<file path="src/rtl/axi_w_router_pkg.sv">
// axi_w_router_pkg
//   Shared types and width helpers for the W-channel destination router.
//   - w_router_state_e : FSM states of axi_w_dest_router (ROUTE, SINK, DONE)
//   - fifo_ptr_t       : read/write pointer width for a given FIFO depth
//   - fifo_cnt_t       : occupancy counter width for a given FIFO depth
package axi_w_router_pkg;

  typedef enum logic [1:0] {
    ROUTE = 2'd0,
    SINK  = 2'd1,
    DONE  = 2'd2
  } w_router_state_e;

  function automatic int fifo_ptr_t(input int depth);
    return $clog2(depth);
  endfunction

  // One extra bit so that "full" (count == depth) is representable.
  function automatic int fifo_cnt_t(input int depth);
    return $clog2(depth) + 1;
  endfunction

endpackage

</file>
<file path="src/rtl/axi_dest_fifo.sv">
// axi_dest_fifo
//   Circular FIFO of one-hot destinations. Pointers wrap naturally, so
//   DEPTH must be a power of two (>= 2). A push while full is dropped and a
//   pop while empty is ignored.
// Ports:
//   clk, rst      : clock, synchronous active-high reset
//   push, din     : write request and one-hot destination
//   pop           : remove head entry
//   head          : oldest entry (only meaningful when !empty)
//   full, empty   : occupancy flags
//   count         : number of stored entries
module axi_dest_fifo
  import axi_w_router_pkg::*;
#(
  parameter int WIDTH = 8,
  parameter int DEPTH = 4
) (
  input  logic                         clk,
  input  logic                         rst,
  input  logic                         push,
  input  logic [WIDTH-1:0]             din,
  input  logic                         pop,
  output logic [WIDTH-1:0]             head,
  output logic                         full,
  output logic                         empty,
  output logic [fifo_cnt_t(DEPTH)-1:0] count
);

  localparam int PTR_W = fifo_ptr_t(DEPTH);
  localparam int CNT_W = fifo_cnt_t(DEPTH);

  logic [WIDTH-1:0] mem [DEPTH];
  logic [PTR_W-1:0] wr_ptr;
  logic [PTR_W-1:0] rd_ptr;
  logic [CNT_W-1:0] cnt;
  logic             do_push;
  logic             do_pop;

  assign full    = (cnt == CNT_W'(DEPTH));
  assign empty   = (cnt == '0);
  assign count   = cnt;
  assign head    = mem[rd_ptr];
  assign do_push = push & ~full;
  assign do_pop  = pop & ~empty;

  // NOTE: sequential state uses non-blocking assignments so every flop
  // samples the pre-edge values, independent of block evaluation order.
  always_ff @(posedge clk) begin
    if (rst) begin
      wr_ptr <= '0;
      rd_ptr <= '0;
      cnt    <= '0;
    end else begin
      if (do_push) wr_ptr <= wr_ptr + 1'b1;
      if (do_pop)  rd_ptr <= rd_ptr + 1'b1;
      case ({do_push, do_pop})
        2'b10:   cnt <= cnt + 1'b1;
        2'b01:   cnt <= cnt - 1'b1;
        default: cnt <= cnt;
      endcase
    end
  end

  // NOTE: the storage array has no reset; an entry is only ever read after
  // it has been written, because the counter gates every read.
  always_ff @(posedge clk) begin
    if (do_push) mem[wr_ptr] <= din;
  end

endmodule

</file>
<file path="src/rtl/axi_w_dest_router.sv">
// axi_w_dest_router
//   W-channel router behind the AW decoder. Queues one-hot destinations of
//   accepted writes and steers W beats to the head port until wlast. For
//   writes that missed every region it absorbs the burst (SINK) and pulses
//   wdata_error_completed_o once the last beat is gone (DONE).
//   Optional feature macro: AXI_W_DEST_FALLTHROUGH_EN -- when the FIFO is
//   empty in ROUTE, a pushed DEST_i steers W beats in the same cycle.
// Ports:
//   clk, rst                 : clock, synchronous active-high reset
//   push_DEST_i, DEST_i      : destination push from the AW decoder
//   grant_FIFO_DEST_o        : FIFO can accept a push
//   wvalid_i, wlast_i        : upstream W valid / last
//   wready_o                 : upstream W ready
//   wvalid_o, wready_i       : per-initiator-port W valid / ready
//   handle_error_i           : absorb the burst of the errored write
//   wdata_error_completed_o  : one-cycle pulse, errored burst absorbed
module axi_w_dest_router
  import axi_w_router_pkg::*;
#(
  parameter int N_INIT_PORT = 8,
  parameter int FIFO_DEPTH  = 4
) (
  input  logic                   clk,
  input  logic                   rst,
  input  logic                   push_DEST_i,
  input  logic [N_INIT_PORT-1:0] DEST_i,
  output logic                   grant_FIFO_DEST_o,
  input  logic                   wvalid_i,
  input  logic                   wlast_i,
  output logic                   wready_o,
  output logic [N_INIT_PORT-1:0] wvalid_o,
  input  logic [N_INIT_PORT-1:0] wready_i,
  input  logic                   handle_error_i,
  output logic                   wdata_error_completed_o
);

  localparam int CNT_W = fifo_cnt_t(FIFO_DEPTH);

  w_router_state_e        state;
  logic [N_INIT_PORT-1:0] fifo_head;
  logic                   fifo_full;
  logic                   fifo_empty;
  logic [CNT_W-1:0]       fifo_count;
  logic                   fifo_push;
  logic                   fifo_pop;
  logic                   route_en;
  logic [N_INIT_PORT-1:0] route_dest;
  logic                   last_hs;
`ifdef AXI_W_DEST_FALLTHROUGH_EN
  logic                   ft_take;
`endif

  axi_dest_fifo #(
    .WIDTH (N_INIT_PORT),
    .DEPTH (FIFO_DEPTH)
  ) u_fifo (
    .clk   (clk),
    .rst   (rst),
    .push  (fifo_push),
    .din   (DEST_i),
    .pop   (fifo_pop),
    .head  (fifo_head),
    .full  (fifo_full),
    .empty (fifo_empty),
    .count (fifo_count)
  );

  assign grant_FIFO_DEST_o = (fifo_count != CNT_W'(FIFO_DEPTH));

  // Select which destination (if any) the W beat is steered to this cycle.
  // NOTE: every signal gets a default at the top of the always_comb, so no
  // path leaves it unassigned and no latch is inferred.
  always_comb begin
    route_en   = 1'b0;
    route_dest = fifo_head;
`ifdef AXI_W_DEST_FALLTHROUGH_EN
    ft_take    = 1'b0;
`endif
    if (state == ROUTE && !fifo_empty) begin
      route_en = 1'b1;
    end
`ifdef AXI_W_DEST_FALLTHROUGH_EN
    // Empty FIFO implies grant, so the raw push request is enough here.
    else if (state == ROUTE && push_DEST_i) begin
      route_en   = 1'b1;
      route_dest = DEST_i;
      ft_take    = 1'b1;
    end
`endif
  end

  always_comb begin
    wvalid_o = '0;
    wready_o = 1'b0;
    case (state)
      ROUTE: begin
        if (route_en) begin
          wvalid_o = {N_INIT_PORT{wvalid_i}} & route_dest;
          wready_o = |(wready_i & route_dest);
        end
      end
      SINK:    wready_o = 1'b1;
      default: ;
    endcase
  end

  assign last_hs  = wvalid_i & wready_o & wlast_i;
  assign fifo_pop = (state == ROUTE) & ~fifo_empty & last_hs;
`ifdef AXI_W_DEST_FALLTHROUGH_EN
  // A burst that completes entirely in its push cycle never needs storing.
  assign fifo_push = push_DEST_i & ~fifo_full & ~(ft_take & last_hs);
`else
  assign fifo_push = push_DEST_i & ~fifo_full;
`endif

  // Completion flag is registered: it is high exactly while in DONE.
  always_ff @(posedge clk) begin
    if (rst) begin
      state                   <= ROUTE;
      wdata_error_completed_o <= 1'b0;
    end else begin
      wdata_error_completed_o <= 1'b0;
      case (state)
        ROUTE: if (handle_error_i && fifo_empty) state <= SINK;
        SINK: begin
          if (wvalid_i && wlast_i) begin
            state                   <= DONE;
            wdata_error_completed_o <= 1'b1;
          end
        end
        DONE:    state <= ROUTE;
        default: state <= ROUTE;
      endcase
    end
  end

endmodule

</file>
<file path="config.mk">
export PLATFORM = sky130hd
export DESIGN_NAME = axi_w_dest_router
export DESIGN_NICKNAME = d
export VERILOG_FILES = /design/src/rtl/axi_w_router_pkg.sv /design/src/rtl/axi_dest_fifo.sv /design/src/rtl/axi_w_dest_router.sv
export SDC_FILE = /design/constraint.sdc
export NUM_CORES = 1
export LEC_CHECK = 0
export ABC_AREA = 1
export CAP_MARGIN = 25
export CORE_MARGIN = 5
export CORE_UTILIZATION = 29
export CTS_BUF_LIST = sky130_fd_sc_hd__clkbuf_4
export DETAILED_ROUTE_END_ITERATION = 12
export HOLD_SLACK_MARGIN = 0.1
export SLEW_MARGIN = 10
export SYNTH_ARGS = -nofsm -noshare
export SYNTH_HDL_FRONTEND = slang
export SYNTH_HIERARCHICAL = 1
export SYNTH_SLANG_ARGS = --single-unit
</file>
<file path="constraint.sdc">
create_clock -name clk -period 3.95 [get_ports clk]
set_clock_uncertainty 0.15 [all_clocks]
set_input_delay 0.395 -clock clk [delete_from_list [all_inputs] [get_ports clk]]
set_output_delay 0.395 -clock clk [all_outputs]
set_load 0.005 [all_outputs]
</file>
==> impl_metrics.ini <==
[grt]
met3_usage_pct = 2.625
met1_usage_pct = 11.63
grt_first_pass_wirelength_um = 6527
use_met2_pct = 17.40
grt_pass1_vias = 1379
grt_max_degree = 18
antenna_found_initial = 0
grt-busiest-layer = met2
grt.total_usage_pct = 10.05
globalRouteOverflowTotal = 0

[finish]
nNetsFinal = 265
area_growth_pct = 22.92
antenna_cells = 0
final_common_cell = nor2_1
post_route_cells_drive_above_1_share_pct = 7.143
finalNonFillerCells = 318
design_area_um2 = 2409
final_cell_mix = nor2_1, nand2_1, clkdlybuf4s50_1, edfxtp_1, inv_1

[worst_setup_path]
critical_path_class = reg -> out
crit_cells = 10
crit_path_start_kind = flop
crit_family = flip-flops
arrival_ns = 2.51
slowest_delay_ns = 0.69
r2r_setup_slack_ns = 0.95
cp_data_required_time_ns = 3.40
crit_path_cell_trace = inv_2, o21ai_0, o22ai_1, nand2_1, nand2_1, nor2_1, nand2_1, nand2_1, nand2_1, clkdlybuf4s50_1
path_max_fanout = 17
slowest_stage = dfxtp_1
cpMostUsedCell = nand2_1
end_kind = primary output
r2r_cells = 20
path_buf_inv = 2
reg2reg_to = u_fifo/count[2]

[clocking]
clk_pin_slew_ns = 0.12
cts_buffers = 5
cts_htree_levels = 2
cts-resized-gates = 0
ctsHoldBuffers = 0
clkLatencyLatePin_ns = 0.34
cts_tree = built
root_buffer = clkbuf_4
post_cts_buffers = 0
cts_buffer_depth = 2
cts.sinks = 44

[timing]
period_share_pct = 77.22
period_minus_slack_ns = 3.050
fmax_ghz = 0.3279
finalHoldViolations = 0
relSlewSlack_pct = 44.78
setup_viol = 0
setup_tns_ns = 0
maxSlewViolCount = 0
rsz0062_at_grt = no
worst_pin_slew_ns = 0.8252

[placement]
port_buffers = 32
dpl-instance-area_um2 = 2352
dp_hpwl_um = 3098
gp_congestion = 0.7956
place_inst = 310

[min_path]
hold_path_depth = 2
min_from = u_fifo/rd_ptr[1]
hold_class = reg -> reg

[floorplan]
ios = 33
die_w_um = 92.20
dieArea_um2 = 8500
core-area_um2 = 6681
die_h_um = 92.20
num_rows = 30
initial_core_util_pct = 29.33

[yosys]
synth_fp_nets = 229
syn_inst = 201
synth_top_area_cell = edfxtp_1
seq_area_frac_synth_pct = 61.30
synth_area_leaders = edfxtp_1, dfxtp_1, nor2_1, nand2_1, inv_1
ys_warn_count = 6
synth_top_area_share_pct = 49.04
syn_area_um2 = 1959
syn_avg_cell_area_um2 = 9.748
yosysUniqueCellTypes = 21
synth_seq_cells = 44

[pwr]
pwr-share-seq_pct = 58.3
power.internal_w = 0.0006824
clkPwrFrac_pct = 22.7
p_sw_share_pct = 26.04
p_leak_nw = 0.9221
p_per_area_nw_per_um2 = 383.1
combPwrFrac_pct = 19.0
switchingPower_w = 0.0002403
peakVddDrop_v = 0.0001166

[route]
drc_errors = 0
dr.pass1.iters = 4
viasPerCell = 4.494
routedWlPerCell_um = 13.07
routed_wl_um = 4157
num_vias = 1429
drtIter0Drc = 57
ant_nets = 0

[run]
cap_viol_max_count = 0

[run_status]
status = finished clean
## how the worst max path moves through the flow
| stage | endpoint | slack [ns] |
|---|---|---|
| 3_5_place_dp | u_fifo/count[2] | 0.97 |
| 6_report | wready_o | 0.90 |
| 3_3_place_gp | u_fifo/count[2] | 1.05 |
| 5_1_grt | u_fifo/count[2] | 0.63 |
| 4_1_cts | wready_o | 0.85 |
| 2_1_floorplan | u_fifo/count[2] | 1.48 |
## metal layers
metal,part of all wire [%],vias up
li1,-,734
met2,50,34
met4,1.9,0
met1,42,655
met5,0,-
met3,5.2,6
## worst register-to-register path: cells and delay by family, from the launching register on
| kind | cells | cell delay (ns) |
|---|---|---|
| and+or+nand+nor | 12 | 0.88 |
| adders and majority gates | 2 | 0.54 |
| DFF | 1 | 0.50 |
| buffers and inverters | 4 | 0.50 |
| AOI/OAI and AO/OA | 2 | 0.35 |
## synth_stat cells
library cell and n:
a21oi_1 5, buf_2 1, buf_6 2, dfxtp_1 12, edfxtp_1 32, fa_1 1
ha_1 5, inv_1 23, inv_2 2, nand2_1 37, nand2_2 2, nand2_4 1
nand3_1 7, nor2_1 39, nor2_2 2, nor3_1 2, o21ai_0 15, o21ai_1 1
o21ai_2 3, o22ai_1 8, or2_1 1
## registers in the layout (all words and copies together) (netlist names), named ones only
signal / flops
wdata_error_completed_o: 1
u_fifo/rd_ptr: 2
state: 2
u_fifo/wr_ptr: 2
u_fifo/mem: 32
u_fifo/count: 3
## layout make-up
cell class | count | area (um^2)
Tap cell | 80 | 100.1
Clock buffer | 7 | 52.55
Timing Repair Buffer | 32 | 320.3
Inverter | 25 | 93.84
Fill cell | 689 | 4273
Sequential cell | 44 | 1201
Clock inverter | 1 | 3.754
Multi-Input combinational cell | 129 | 636.9
## stage by stage
stage / utilization [%] / power [W] / hold slack, ns / setup slack, ns
6_report: 36.05 / 0.0009227 / 0.3617 / 0.8999
5_1_grt: 36.05 / 0.0009781 / 0.3925 / 0.6276
4_1_cts: 36.05 / 0.0009385 / 0.3668 / 0.8517
3_5_place_dp: 35.21 / 0.0007275 / 0.3485 / 0.9673
3_3_place_gp: 35.21 / 0.0007260 / 0.3433 / 1.049
2_1_floorplan: - / 0.0006453 / 0.3087 / 1.482
## logic make-up after synthesis
| kind of cell | after synthesis | share of synthesized area, % |
|---|---|---|
| compound gates | 32 | 9.259 |
| fa+ha+maj | 6 | 4.215 |
| buf+inv | 28 | 6.194 |
| flops | 44 | 61.30 |
| simple gates | 91 | 19.03 |
## power groups by stage
| stage | registers [W] | clock network, W | logic, W |
|---|---|---|---|
| floorplan | 0.000543 | 0 | 0.000102 |
| global placement | 0.000548 | 0 | 0.000178 |
| detailed placement | 0.000549 | 0 | 0.000179 |
| CTS | 0.000538 | 0.000221 | 0.000180 |
| global route | 0.000541 | 0.000239 | 0.000198 |
| finish | 0.000538 | 0.000209 | 0.000175 |
(Power assumes the default switching activity.)
